--- src/rtl/rom_responder_if.sv ---
// rom_responder_if: nibble-bus signals shared by the CPU and a program-ROM responder
interface rom_responder_if;
  logic       halt;
  logic       sync;
  logic       rom_cmd;
  logic [3:0] data_i;
  logic [3:0] data_o;
  logic       data_en;
  modport master (output halt, sync, rom_cmd, data_i, input data_o, data_en);
  modport slave  (input halt, sync, rom_cmd, data_i, output data_o, data_en);
endinterface

--- src/rtl/rom_responder.sv ---
// rom_responder: 4001-style program-ROM bus responder; optional I/O port when ROM_RESPONDER_IO_EN is defined
module rom_responder #(
  parameter logic [3:0] CHIP_ID = 4'h0,
  parameter int         ADDR_W  = 8
) (
  input  logic              clock,
  input  logic              reset,
  rom_responder_if.slave    bus,
  output logic [ADDR_W-1:0] mem_addr,
  input  logic [7:0]        mem_rdata,
  input  logic [3:0]        io_in,
  output logic [3:0]        io_out
);
  typedef enum logic [2:0] {A1, A2, A3, M1, M2, X1, X2, X3} phase_t;
  phase_t     phase_q, phase_d;
  logic       locked_q, locked_d;
  logic [7:0] addr_q, addr_d;
  logic       selected_q, selected_d;
  logic       io_rd;
  // next phase, lock and address/chip-select capture
  always_comb begin
    phase_d    = bus.sync ? A1 : phase_t'(phase_q + 3'd1);
    locked_d   = locked_q | bus.sync;
    addr_d     = {(locked_q && phase_q == A2) ? bus.data_i : addr_q[7:4],
                  (locked_q && phase_q == A1) ? bus.data_i : addr_q[3:0]};
    selected_d = bus.sync ? 1'b0 :
                 (locked_q && phase_q == A3) ? (bus.data_i == CHIP_ID) : selected_q;
  end
  // fetch state; halt freezes everything
  always_ff @(posedge clock or posedge reset)
    if (reset) begin
      phase_q    <= X3;
      locked_q   <= 1'b0;
      addr_q     <= 8'h00;
      selected_q <= 1'b0;
    end else if (!bus.halt) begin
      phase_q    <= phase_d;
      locked_q   <= locked_d;
      addr_q     <= addr_d;
      selected_q <= selected_d;
    end
  assign mem_addr = addr_q[ADDR_W-1:0];
`ifdef ROM_RESPONDER_IO_EN
  logic       io_sel_q, io_sel_d;
  logic       io_pending_q, io_pending_d;
  logic [3:0] io_opa_q, io_opa_d;
  logic [3:0] io_out_q, io_out_d;
  logic       m2_cmd, x2_act;
  assign m2_cmd = locked_q && phase_q == M2 && bus.rom_cmd;
  assign x2_act = locked_q && phase_q == X2 && io_pending_q && io_sel_q;
  assign io_rd  = x2_act && io_opa_q == 4'hA;
  // SRC selection, snooped I/O opcode and WRR port write
  always_comb begin
    io_sel_d     = (locked_q && phase_q == X2 && bus.rom_cmd && !io_pending_q) ?
                   (bus.data_i == CHIP_ID) : io_sel_q;
    io_opa_d     = m2_cmd ? bus.data_i : io_opa_q;
    io_pending_d = (phase_q == X3 || bus.sync) ? 1'b0 : m2_cmd ? 1'b1 : io_pending_q;
    io_out_d     = (x2_act && io_opa_q == 4'h0) ? bus.data_i : io_out_q;
  end
  // I/O state; halt freezes everything
  always_ff @(posedge clock or posedge reset)
    if (reset) begin
      io_sel_q     <= 1'b0;
      io_pending_q <= 1'b0;
      io_opa_q     <= 4'h0;
      io_out_q     <= 4'h0;
    end else if (!bus.halt) begin
      io_sel_q     <= io_sel_d;
      io_pending_q <= io_pending_d;
      io_opa_q     <= io_opa_d;
      io_out_q     <= io_out_d;
    end
  assign io_out = io_out_q;
`else
  logic unused_io;
  assign unused_io = ^{bus.rom_cmd, io_in};
  assign io_rd     = 1'b0;
  assign io_out    = 4'h0;
`endif
  // bus drive decoded from registered phase: OPR in M1, OPA in M2, port read in X2
  always_comb begin
    bus.data_en = (locked_q && selected_q && (phase_q == M1 || phase_q == M2)) || io_rd;
    bus.data_o  = !bus.data_en ? 4'h0 :
                  phase_q == M1 ? mem_rdata[7:4] :
                  phase_q == M2 ? mem_rdata[3:0] : io_in;
  end
endmodule

--- src/flat_wrapper.sv ---
// flat-port wrapper written by rule: the top's interface ports become plain ports
module rom_responder_flat 
#(
  parameter logic [3:0] CHIP_ID = 4'h0,
  parameter int         ADDR_W  = 8
)
  (clock, reset, mem_addr, mem_rdata, io_in, io_out, bus_halt, bus_sync, bus_rom_cmd, bus_data_i, bus_data_o, bus_data_en);
  rom_responder_if bus_i ();
  input  logic clock;
  input  logic reset;
  output logic [ADDR_W-1:0] mem_addr;
  input  logic [7:0] mem_rdata;
  input  logic [3:0] io_in;
  output logic [3:0] io_out;
  input wire logic [$bits(bus_i.halt)-1:0] bus_halt;
  input wire logic [$bits(bus_i.sync)-1:0] bus_sync;
  input wire logic [$bits(bus_i.rom_cmd)-1:0] bus_rom_cmd;
  input wire logic [$bits(bus_i.data_i)-1:0] bus_data_i;
  output wire logic [$bits(bus_i.data_o)-1:0] bus_data_o;
  output wire logic [$bits(bus_i.data_en)-1:0] bus_data_en;
  assign bus_i.halt = bus_halt;
  assign bus_i.sync = bus_sync;
  assign bus_i.rom_cmd = bus_rom_cmd;
  assign bus_i.data_i = bus_data_i;
  assign bus_data_o = bus_i.data_o;
  assign bus_data_en = bus_i.data_en;
  rom_responder #(.CHIP_ID(CHIP_ID), .ADDR_W(ADDR_W)) u_core (.clock(clock), .reset(reset), .bus(bus_i), .mem_addr(mem_addr), .mem_rdata(mem_rdata), .io_in(io_in), .io_out(io_out));
endmodule
--- config.mk ---
export PLATFORM = sky130hd
export DESIGN_NAME = rom_responder_flat
export DESIGN_NICKNAME = d
export VERILOG_FILES = /design/src/rtl/rom_responder_if.sv /design/src/rtl/rom_responder.sv /design/src/flat_wrapper.sv
export SDC_FILE = /design/constraint.sdc
export NUM_CORES = 1
export LEC_CHECK = 0
export ABC_AREA = 1
export CAP_MARGIN = 15
export CORE_MARGIN = 2
export CORE_UTILIZATION = 44
export DETAILED_ROUTE_END_ITERATION = 7
export PLACE_DENSITY = 0.83
export SLEW_MARGIN = 5
export SYNTH_ARGS = -nofsm -noshare
export SYNTH_HDL_FRONTEND = slang
export SYNTH_SLANG_ARGS = --single-unit
--- constraint.sdc ---
create_clock -name clock -period 2.5 [get_ports clock]
set_input_delay 0.25 -clock clock [delete_from_list [all_inputs] [get_ports clock]]
set_output_delay 0.25 -clock clock [all_outputs]
set_load 0.02 [all_outputs]
* Word level (Yosys, flattened, before mapping) *
Cells that the tools add are included.

operators by class
  equality and inequality tests = 4
  multiplexer cells = 6
  reductions and logical operators = 12
  bitwise operators = 2
  $add $sub $neg = 1

operators with widths
  kind                                                  number
  2-to-1 mux 4 bit                                      3
  equality test 3 x 2 -> 1 bit (second input constant)  2
  AND reduction 2 bit                                   3
  logical AND 1 bit                                     5
  zero test 4 bit                                       1
  adder 3 x 1 -> 3 bit (second input constant)          1
  equality test 3 x 1 -> 1 bit (second input constant)  1
  equality test 3 bit (second input constant)           1
  zero test 3 bit                                       1
  2-to-1 mux 3 bit                                      1
  2-to-1 mux 1 bit                                      2
  nonzero test 2 bit                                    1
  logical OR 1 bit                                      1
  inverter 1 bit                                        1
  OR 1 bit                                              1

storage, ports and cells
  register bits after elaboration = 13

* Longest topological paths before layout *
Gate-level depths: netlist (run 1).

  depth in word-level cells = 4
  mapped depth = 7
  mapped depth without buffers = 6

* Least setup slack after synthesis (run 1) *
No wires, ideal clock.

  path kind = flip-flop to output port
  start = register u_core.phase_q[0]
  end = output bus_data_o[0]
  setup slack = 793 ps
  data arrival time = 1457 ps
  cell stages (with the launch flop) = 7
  path through = dfstp_2 > ha_1 > ha_1 > inv_1 > nand2_1 > nor2_1 > nor2_1

between the ends
  longest elaborated chain between the ends = 4
  elaborated cells on any way between the ends = 7
  those cells by class = eq/ne (2); mux (3); reduce/logical (2)

RTL lines
  element                                                              line                                                           source
  start: declaration                                                   rom_responder.sv:15                                            phase_t phase_q, phase_d;
  start signal: assignment                                             rom_responder.sv:37                                            phase_q <= phase_d;
  equality test 3 bit or equality test 3 x 2 -> 1 bit (tied branches)  rom_responder.sv:82, rom_responder.sv:85, rom_responder.sv:84
  2-to-1 mux 4 bit or logical OR 1 bit (tied branches)                 rom_responder.sv:85, rom_responder.sv:82
  2-to-1 mux 4 bit or logical AND 1 bit (tied branches)                rom_responder.sv:84, rom_responder.sv:82
  2-to-1 mux 4 bit (*)                                                 rom_responder.sv:83                                            bus.data_o = !bus.data_en ? 4'h0 :
  end: declaration                                                     flat_wrapper.sv:19                                             output wire logic [$bits(bus_i.data_o)-1:0] bus_data_o;

Mark *: on every way between the ends. The rest lies on a longest branch, timed or not.

* Worst setup path after layout (run 1) *
  start = register u_core.phase_q[1]
  end = output bus_data_en

between the ends
  longest elaborated chain between the ends = 3
  elaborated cells on any way between the ends = 4
  those cells by class = eq/ne (2); reduce/logical (2)

RTL lines
  element                                                              line                 source
  equality test 3 x 2 -> 1 bit or equality test 3 bit (tied branches)  rom_responder.sv:82  bus.data_en = (locked_q && selected_q && (phase_q == M1 || phase_q == M2)) || io_rd;
  logical OR 1 bit (*)                                                 rom_responder.sv:82
  logical AND 1 bit (*)                                                rom_responder.sv:82
  end: declaration                                                     flat_wrapper.sv:20   output wire logic [$bits(bus_i.data_en)-1:0] bus_data_en;

Marks and branches as above.

==> impl.org, run 1 <==
** Clocking
- Number of buffers on the longest clock path :: 2
- TritonCTS Buffers :: 3
- Number of sinks driven by the clock tree :: 13
- CTS built an H-tree with a depth of 1.
- Latest clock arrival within the worst-skew pair :: 0.28 ns
- TritonCTS built the clock tree.
- Clock tree root driver cell :: sky130_fd_sc_hd__clkbuf_4
- Clock input transition at the sequential cells of the worst setup and hold paths :: roughly 0.08 ns

** Route
- Vias :: ~800
- Wirelength per Cell :: between 10 and 15 um
- Aggregate routed wire length :: approximately 1900 um
- Drt via density :: between 4 and 5
- Drt first pass iters :: 2
- DRC :: 0
- Detailed router's first-iteration violation count :: 13
- In this run the remaining antenna-violating nets after routing total 0.

** Setup path
- Slowest stage cell, crit path :: sky130_fd_sc_hd__clkdlybuf4s50_1
- Across all register-to-register paths, the minimum setup slack is 1.18 ns.
- Counting cells, the worst reg-to-reg path comes to 5.
- The critical path crosses 5 cells after its start point.
- Worst r2r dst :: u_core.mem_addr[1]$_DFFE_PP0P_
- The kind of cell with the highest combined delay along the critical path is buffers and inverters.
- By startpoint and endpoint, the worst setup path is classified as reg2out.
- Launching point of the worst reg2reg path :: u_core.phase_q[0]$_DFFE_PP1N_
- Critical-path maximum fanout :: 10
- The critical path contains buffers and inverters numbering 2 combined.
- Worst Path Arrival :: 1.96 ns
- Walking the worst path, the cells encountered are inv_1 -> ha_2 -> nand2_4 -> a21oi_1 -> clkdlybuf4s50_1.
- Worst Setup End Kind :: primary output
- The worst setup path is launched from a flop.
- For the worst setup path, the data required time is 2.25 ns.
- Slowest stage delay, CP :: slightly above 0.6 ns

** Timing
- Setup repair after global routing left no endpoint under its margin.
- For the final routed database, the setup TNS stands at 0 ns.
- Worst Skew :: around 0.0014 ns
- The number of endpoints with negative hold slack in the final report came to 0.
- Final count of pins violating max slew :: 0
- Clock period minus final worst setup slack :: 2.21 ns
- Hold timing on the final database bottoms out at a slack of 0.281 ns.
- Peak clock frequency supported by timing :: 452 MHz
- After layout, the worst path uses 88.5% of the clock period.
- Setup violations remaining at the end of the flow were counted as 0.

** Logic synthesis
- Count of yosys warnings during synthesis :: 0
- Synthesis inferred 13 register bits.
- After technology mapping, the gate count stands at 117.
- Averaged over all synthesized cells, the footprint is 7.55 um2.
- The number of different library cells used by synthesis comes to 21.
- Register area share after synthesis :: 37.3%
- Netlist area before placement :: 883 um2

** Floorplanning
- The initial utilization of the core area, before any placement, comes to 46.0%.
- Row generation in the floorplan step produced 16 rows.
- I/O pins :: 38
- Die area :: 0.00238 mm2
- The die is 48.8 um tall.
- Core outline area :: 0.00192 mm2
- From left edge to right edge, the die measures 48.8 um.

** Layout
- Area used by multi-input combinational logic :: 432 um2
- Area Overhead vs Synth :: 39.0%
- Layout Nets :: between 150 and 200
- Summing all flip-flop and latch instances after layout gives about 330 um2.
- Share of final-layout standard cells stronger than drive strength 1 :: 11.3%
- The layout has 190 filler cells.
- Antenna diodes :: 0

** Global route
- Global-route wire length before repair :: 3480 um
- Global routing consumed, over all layers together, 18.6% of the routing resources.
- The number of global-route vias before repair is 832.
- Total gr overflow :: 0
- Entering global routing, the biggest net connects 14 pins.
- The number of antenna violations at the first check in global routing came to 0.

** Power and ir drop
- Internal power summed over all cells :: 473 uW
- Of the total power, the share spent switching nets is 36.1%.
- Largest vdd supply drop :: 497 uV
- Combinational Power Share :: 42.0%
- Clock Power Share :: 17.5%
- Proportion of power drawn by flip-flops and latches :: 40.5%
- Total power divided by cell area :: roughly 600 mW/mm2
- The analysis attributes to net switching a power of 268 uW.
- Leakage power :: 0.000641 uW

** Place
- Summed over all nets, the half-perimeter wirelength after detailed placement is 1550 um.
- Routability congestion estimate from global placement :: approximately 0.73
- Count of input and output buffers :: 32

** Outcome
- The run finished with clean final reports.

** Hold path
- Hold/Removal Path Class :: in2async

** Run
- Number of max-cap violations :: 0
through the flow:
| stage | total power, uW | std cells | setup WS, ns | utilization (%) | instance area [um2] |
|---|---|---|---|---|---|
| after detailed placement | 614 | 173 | 0.258 | 62.1 | 1190 |
| after global routing | 791 | 177 | 0.139 | 63.9 | 1230 |
| after global placement | 601 | 173 | 0.302 | 62.1 | 1190 |
| final | 741 | 177 | 0.287 | 63.9 | 1230 |
| after CTS | 745 | 177 | 0.0109 | 63.6 | 1220 |
| after floorplan | 478 | 120 | 0.793 | - | 895 |
logic make-up (layout without fill, tap and decap cells):
group / after synthesis / count (layout) / synth area share (%)
and+or+nand+nor: 54 / 54 / 29.3
buffers and inverters: 27 / 57 / 15.7
AOI/OAI and AO/OA: 17 / 17 / 10.2
DFF: 13 / 13 / 37.3
adders and majority gates: 5 / 5 / 7.08
other: 1 / 4 / 0.425
what timing repair did:
item | CTS | global route
buffers inserted | 0 | 0
hold buffers | 0 | 0
setup endpoints to repair | 4 | 2
gates resized for setup | 4 | 2
flip-flops by register name, summed over array words and instances, names as in the netlist:
name,cells
u_core.locked_q,1
u_core.mem_addr,8
u_core.phase_q,3
u_core.selected_q,1
worst max path at each step:
stage                          to                           from  slack (ns)
finish                bus_data_en  u_core.phase_q[1]$_DFFE_PP1N_        0.29
global route          bus_data_en  u_core.phase_q[1]$_DFFE_PP1N_        0.14
CTS                 bus_data_o[3]  u_core.phase_q[0]$_DFFE_PP1N_        0.01
detailed placement  bus_data_o[1]  u_core.phase_q[0]$_DFFE_PP1N_        0.26
global placement    bus_data_o[2]  u_core.phase_q[0]$_DFFE_PP1N_        0.30
floorplan           bus_data_o[0]  u_core.phase_q[0]$_DFFE_PP1N_        0.79
placed cells by master, fill, tap and decap left out, types with 4 or more instances in the layout:
cell type and n:
sky130_fd_sc_hd__nor2_1 11, sky130_fd_sc_hd__nand3_1 9, sky130_fd_sc_hd__a21oi_1 5, sky130_fd_sc_hd__inv_1 18, sky130_fd_sc_hd__dfrtp_1 10, sky130_fd_sc_hd__o21ai_1 9
sky130_fd_sc_hd__conb_1 4, sky130_fd_sc_hd__nand2_1 27, sky130_fd_sc_hd__clkdlybuf4s50_1 28
power groups by stage:
stage                     combinational (uW)  sequential (uW)  clock, uW
final                                    311              300        129
after global routing                     342              307        142
after CTS                                315              301        128
after detailed placement                 311              303          0
after global placement                   301              300          0
after floorplan                          130              348          0
cell usage after synthesis:
library cell | count | share of area, %
sky130_fd_sc_hd__dfrtp_1 | 10 | 28
sky130_fd_sc_hd__buf_6 | 1 | 1.3
sky130_fd_sc_hd__buf_4 | 4 | 3.4
sky130_fd_sc_hd__nor2_4 | 1 | 1.3
sky130_fd_sc_hd__inv_1 | 18 | 7.6
sky130_fd_sc_hd__inv_4 | 2 | 1.4
sky130_fd_sc_hd__or2_1 | 1 | 0.71
sky130_fd_sc_hd__nand2_4 | 3 | 3.8
sky130_fd_sc_hd__a21oi_1 | 5 | 2.8
sky130_fd_sc_hd__dfstp_2 | 3 | 8.9
sky130_fd_sc_hd__conb_1 | 1 | 0.42
sky130_fd_sc_hd__inv_2 | 1 | 0.42
sky130_fd_sc_hd__nand2_1 | 27 | 11
sky130_fd_sc_hd__a21boi_0 | 1 | 0.85
sky130_fd_sc_hd__ha_1 | 5 | 7.1
sky130_fd_sc_hd__nand3_2 | 2 | 2.3
sky130_fd_sc_hd__nor2_1 | 11 | 4.7
sky130_fd_sc_hd__o21ai_1 | 9 | 5.1
sky130_fd_sc_hd__o22ai_1 | 2 | 1.4
sky130_fd_sc_hd__clkbuf_8 | 1 | 1.6
sky130_fd_sc_hd__nand3_1 | 9 | 5.1
metal layers:
layer | GRT usage [%] | part of all wire (%)
met5 | 0 | 0
met4 | 4.29 | 1.1
met3 | 5.83 | 7.4
met2 | 35.8 | 50
met1 | 19.3 | 41
cell type report:
cell class	instances	area share (%)
multi-input combinational	80	35.2
sequential	13	26.8
timing repair buffer	32	26.3
inverter	21	6.83
tap	27	2.75
clock buffer	4	2.14
Note: power is estimated with default switching activity, not from simulation.
==> run 2: changes to the inputs <==
--- a/config.mk
+++ b/config.mk
@@ -11,6 +11,7 @@
 export CORE_UTILIZATION = 44
 export DETAILED_ROUTE_END_ITERATION = 7
 export PLACE_DENSITY = 0.83
+export SKIP_LAST_GASP = 1
 export SLEW_MARGIN = 5
 export SYNTH_ARGS = -nofsm -noshare
 export SYNTH_HDL_FRONTEND = slang
==> results of run 2 <==
No change in the layout: final DEF, timing and power equal those of run 1.
==> run 3: changes to the inputs <==
--- a/config.mk
+++ b/config.mk
@@ -9,9 +9,10 @@
 export CAP_MARGIN = 15
 export CORE_MARGIN = 2
 export CORE_UTILIZATION = 44
+export CTS_CLUSTER_SIZE = 14
 export DETAILED_ROUTE_END_ITERATION = 7
 export PLACE_DENSITY = 0.83
-export SKIP_LAST_GASP = 1
+export RECOVER_POWER = 100
 export SLEW_MARGIN = 5
 export SYNTH_ARGS = -nofsm -noshare
 export SYNTH_HDL_FRONTEND = slang
==> impl.org, run 3 (synthesized netlist as in run 1, its figures left out) <==
** Clocking
- The clock latency of the later-clocked register in the worst-skew pair is 0.27 ns (was 0.28 ns).
- The master cell of the clock root buffer is sky130_fd_sc_hd__clkbuf_4 (unchanged).
- The TritonCTS clock tree is yes (unchanged).
- The clock-pin slew of the registers on the worst-case setup and hold paths came to 0.07 ns (was 0.08 ns).
- Hold buffer count at cts :: 0 (unchanged)
- H-tree level count :: 1 (unchanged)
- TritonCTS Buffers :: 3 (unchanged)
- The buffer depth of the longest clock path is 2 (unchanged).
- The sink count of the clock tree was 13 (unchanged).

** Setup path
- The kind of launch point of the worst setup path was a flop (unchanged).
- The largest stage delay on the critical path was 0.65 ns (was 0.62 ns).
- The critical-path cell with the highest stage delay is sky130_fd_sc_hd__dlygate4sd3_1 (was sky130_fd_sc_hd__clkdlybuf4s50_1).
- Worst Setup End Kind :: primary output (unchanged)
- The critical register-to-register path startpoint was u_core.phase_q[0]$_DFFE_PP1N_ (unchanged).
- Worst Path Arrival :: 2.05 ns (was 1.96 ns)
- Startpoint-to-endpoint class of the critical path :: reg2out (unchanged)
- The launch point of the worst path is u_core.phase_q[0]$_DFFE_PP1N_ (was u_core.phase_q[1]$_DFFE_PP1N_).
- The maximum net fanout on the critical path was 10 (unchanged).
- WP buf/inv :: 2 (unchanged)
- Ordered list of cells on the worst path: inv_1 -> ha_2 -> nand2_4 -> a21oi_1 -> dlygate4sd3_1 (was inv_1 -> ha_2 -> nand2_4 -> a21oi_1 -> clkdlybuf4s50_1).
- Kind of cell adding the most delay to the critical path :: buffers and inverters (unchanged)
- The worst endpoint required time came to 2.25 ns (about the same).

** Timing
- Post-Route Setup TNS :: 0 ns (unchanged)
- Peak clock frequency supported by timing :: 434 MHz (was 452 MHz)
- The post-route clock skew came to 0.00136 ns (about the same).
- The count of pins over their slew limit is 0 (unchanged).
- Share of the clock period used by the worst path after layout :: 92.2% (was 88.5%)
- The shortest period the worst path allows was 2.30 ns (was 2.21 ns).
- The number of setup violations in the final report came to 0 (unchanged).
- Final number of hold-violating endpoints :: 0 (unchanged)
- Setup repair after global routing missed its margin :: false (unchanged)

** Global route
- Initial antenna violation count :: 0 (unchanged)
- Global-route wire length before repair :: 3480 um (unchanged)
- Total gr overflow :: 0 (unchanged)
- Pin count of the biggest net entering global routing :: 14 (unchanged)
- Overall global routing resource usage :: 18.6% (unchanged)
- The number of global-route vias before repair came to 832 (unchanged).

** Layout
- Layout Nets :: 177 (unchanged)
- The most frequent standard cell in the layout excluding fill and tap cells is sky130_fd_sc_hd__nand2_1 (was sky130_fd_sc_hd__clkdlybuf4s50_1).
- Antenna diodes :: 0 (unchanged)
- The count of non-filler cells in the finished layout was 177 (unchanged).
- Highest-count cells in the layout ignoring fill and taps :: sky130_fd_sc_hd__nand2_1 (27), sky130_fd_sc_hd__inv_1 (18), sky130_fd_sc_hd__clkdlybuf4s50_1 (17) (was sky130_fd_sc_hd__clkdlybuf4s50_1 (28), sky130_fd_sc_hd__nand2_1 (27), sky130_fd_sc_hd__inv_1 (18))
- Fill count :: 193 (was 190)
- Area taken by flip-flops and latches :: 329 um2 (unchanged)
- The flip-flop count of the largest register, all copies and words added came to 8 (unchanged).
- Share of final-layout standard cells stronger than drive strength 1 :: 9.33% (was 11.3%)
- Area Overhead vs Synth :: 35.8% (was 39.0%)
- The area of the multi-input gates is 422 um2 (was 432 um2).

** Floorplanning
- Die height :: 48.8 um (unchanged)
- The starting density of the core came to 46.0% (unchanged).
- Horizontal die dimension :: 48.8 um (unchanged)
- The floorplan row count came to 16 (unchanged).
- Die area :: 0.00238 mm2 (unchanged)
- I/O pins :: 38 (unchanged)
- The placeable core region came to 0.00192 mm2 (unchanged).

** Power and ir drop
- The worst vdd rail ir drop came to 476 uV (was 497 uV).
- Leakage power :: 0.000610 uW (was 0.000641 uW)
- Total power divided by cell area :: 593 mW/mm2 (was 603 mW/mm2)

** Route
- The first-pass iteration count of the detailed router is 4 (was 2).
- The detailed-route wire length was 1920 um (was 1930 um).
- The post-detailed-route wirelength per cell came to 10.8 um (was 10.9 um).
- The wire length the detailed router placed on met1 is 770 um (was 792 um).
- Top Layer Used :: met4 (unchanged)
- Routed met3 length :: 141 um (was 144 um)
- Amount of wire on met2 after detailed routing :: 983 um (was 974 um)
- The overall via count from detail_route is 809 (was 806).
- The residual antenna-violating net count after detailed routing is 0 (unchanged).
- Detailed router's first-iteration violation count :: 10 (was 13)
- The via density per instance came to 4.57 (was 4.55).
- The DRC violation count after routing came to 0 (unchanged).

** Run
- Number of max-cap violations :: 0 (unchanged)

** Place
- Count of input and output buffers :: 32 (unchanged)
- HPWL after DPL :: 1550 um (unchanged)
- The final RePlAce weighted congestion was 0.727 (unchanged).
- The count of placed standard cells including taps is 173 (unchanged).

** Outcome
- Outcome: complete, no violations (unchanged).

** Hold path
- Hold/Removal Path Class :: in2async (unchanged)
## run 3: changes by cell type in the layout (fill, tap and decap cells not counted), sizes merged
cell	previous run	this run
clkdlybuf4s50	28	17
dlygate4sd3	0	11
clkbuf	4	6
dlymetal6s2s	2	0
## run 3: power breakdown
| group | total, uW | leakage [uW] | switching (uW) | internal (uW) |
|---|---|---|---|---|
| logic | 288 | 0.000442 | 161 | 128 |
| registers | 297 | 0.000153 | 34.1 | 263 |
| clock network | 126 | 0.0000150 | 64.0 | 61.9 |
| total | 711 | 0.000610 | 259 | 453 |
## run 3: layer usage
| layer | up-vias | track usage (%) |
|---|---|---|
| li1 | 420 | - |
| met1 | 352 | 19.3 |
| met2 | 34 | 35.8 |
| met3 | 3 | 5.83 |
| met4 | 0 | 4.29 |
| met5 | - | 0 |
## run 3: final cells by class
type | instances | share of cell area, %
Clock buffer | 4 | 2.19
Inverter | 21 | 6.99
Multi-Input combinational cell | 80 | 35.1
Sequential cell | 13 | 27.4
Tap cell | 27 | 2.82
Timing Repair Buffer | 32 | 25.4
## run 3: path summary, 6_finish.rpt
| kind | to | slack (ns) | cells past startpoint |
|---|---|---|---|
| min reg2reg | u_core.mem_addr[3]$_DFFE_PP0P_ | 0.49 | 2 |
| max reg2reg | u_core.mem_addr[1]$_DFFE_PP0P_ | 1.04 | 5 |
| max in group asynchronous | u_core.phase_q[2]$_DFFE_PP1N_ | 1.73 | 2 |
| min in group clock | u_core.mem_addr[3]$_DFFE_PP0P_ | 0.49 | 2 |
| max | bus_data_en | 0.20 | 5 |
| min | u_core.mem_addr[5]$_DFFE_PP0P_ | 0.42 | 2 |
## run 3: repair_timing
action,in CTS,in global routing
setup buffers,0,0
gates resized for setup,4,2
endpoints found under the setup margin,4,2
hold endpoints to repair,0,0
pin swaps,0,0
## run 3: metrics by stage
| step | utilization, % | hold slack (ns) | total power, uW | setup WS (ns) | cell area, um2 |
|---|---|---|---|---|---|
| global route | 62.4 | 0.491 | 765 | 0.0731 | 1200 |
| detailed placement | 62.1 | 0.485 | 614 | 0.258 | 1190 |
| finish | 62.4 | 0.422 | 711 | 0.196 | 1200 |
| floorplan | - | 0.125 | 478 | 0.793 | 895 |
| CTS | 63.6 | 0.306 | 745 | 0.0109 | 1220 |
| global placement | 62.1 | 0.475 | 601 | 0.302 | 1190 |
## run 3: worst register-to-register path: stages, from the launching register on
cell and delay (ns):
sky130_fd_sc_hd__dfstp_1 0.60, sky130_fd_sc_hd__inv_1 0.09, sky130_fd_sc_hd__ha_2 0.27, sky130_fd_sc_hd__nand3_1 0.26, sky130_fd_sc_hd__nand2_1 0.08, sky130_fd_sc_hd__o21ai_1 0.09
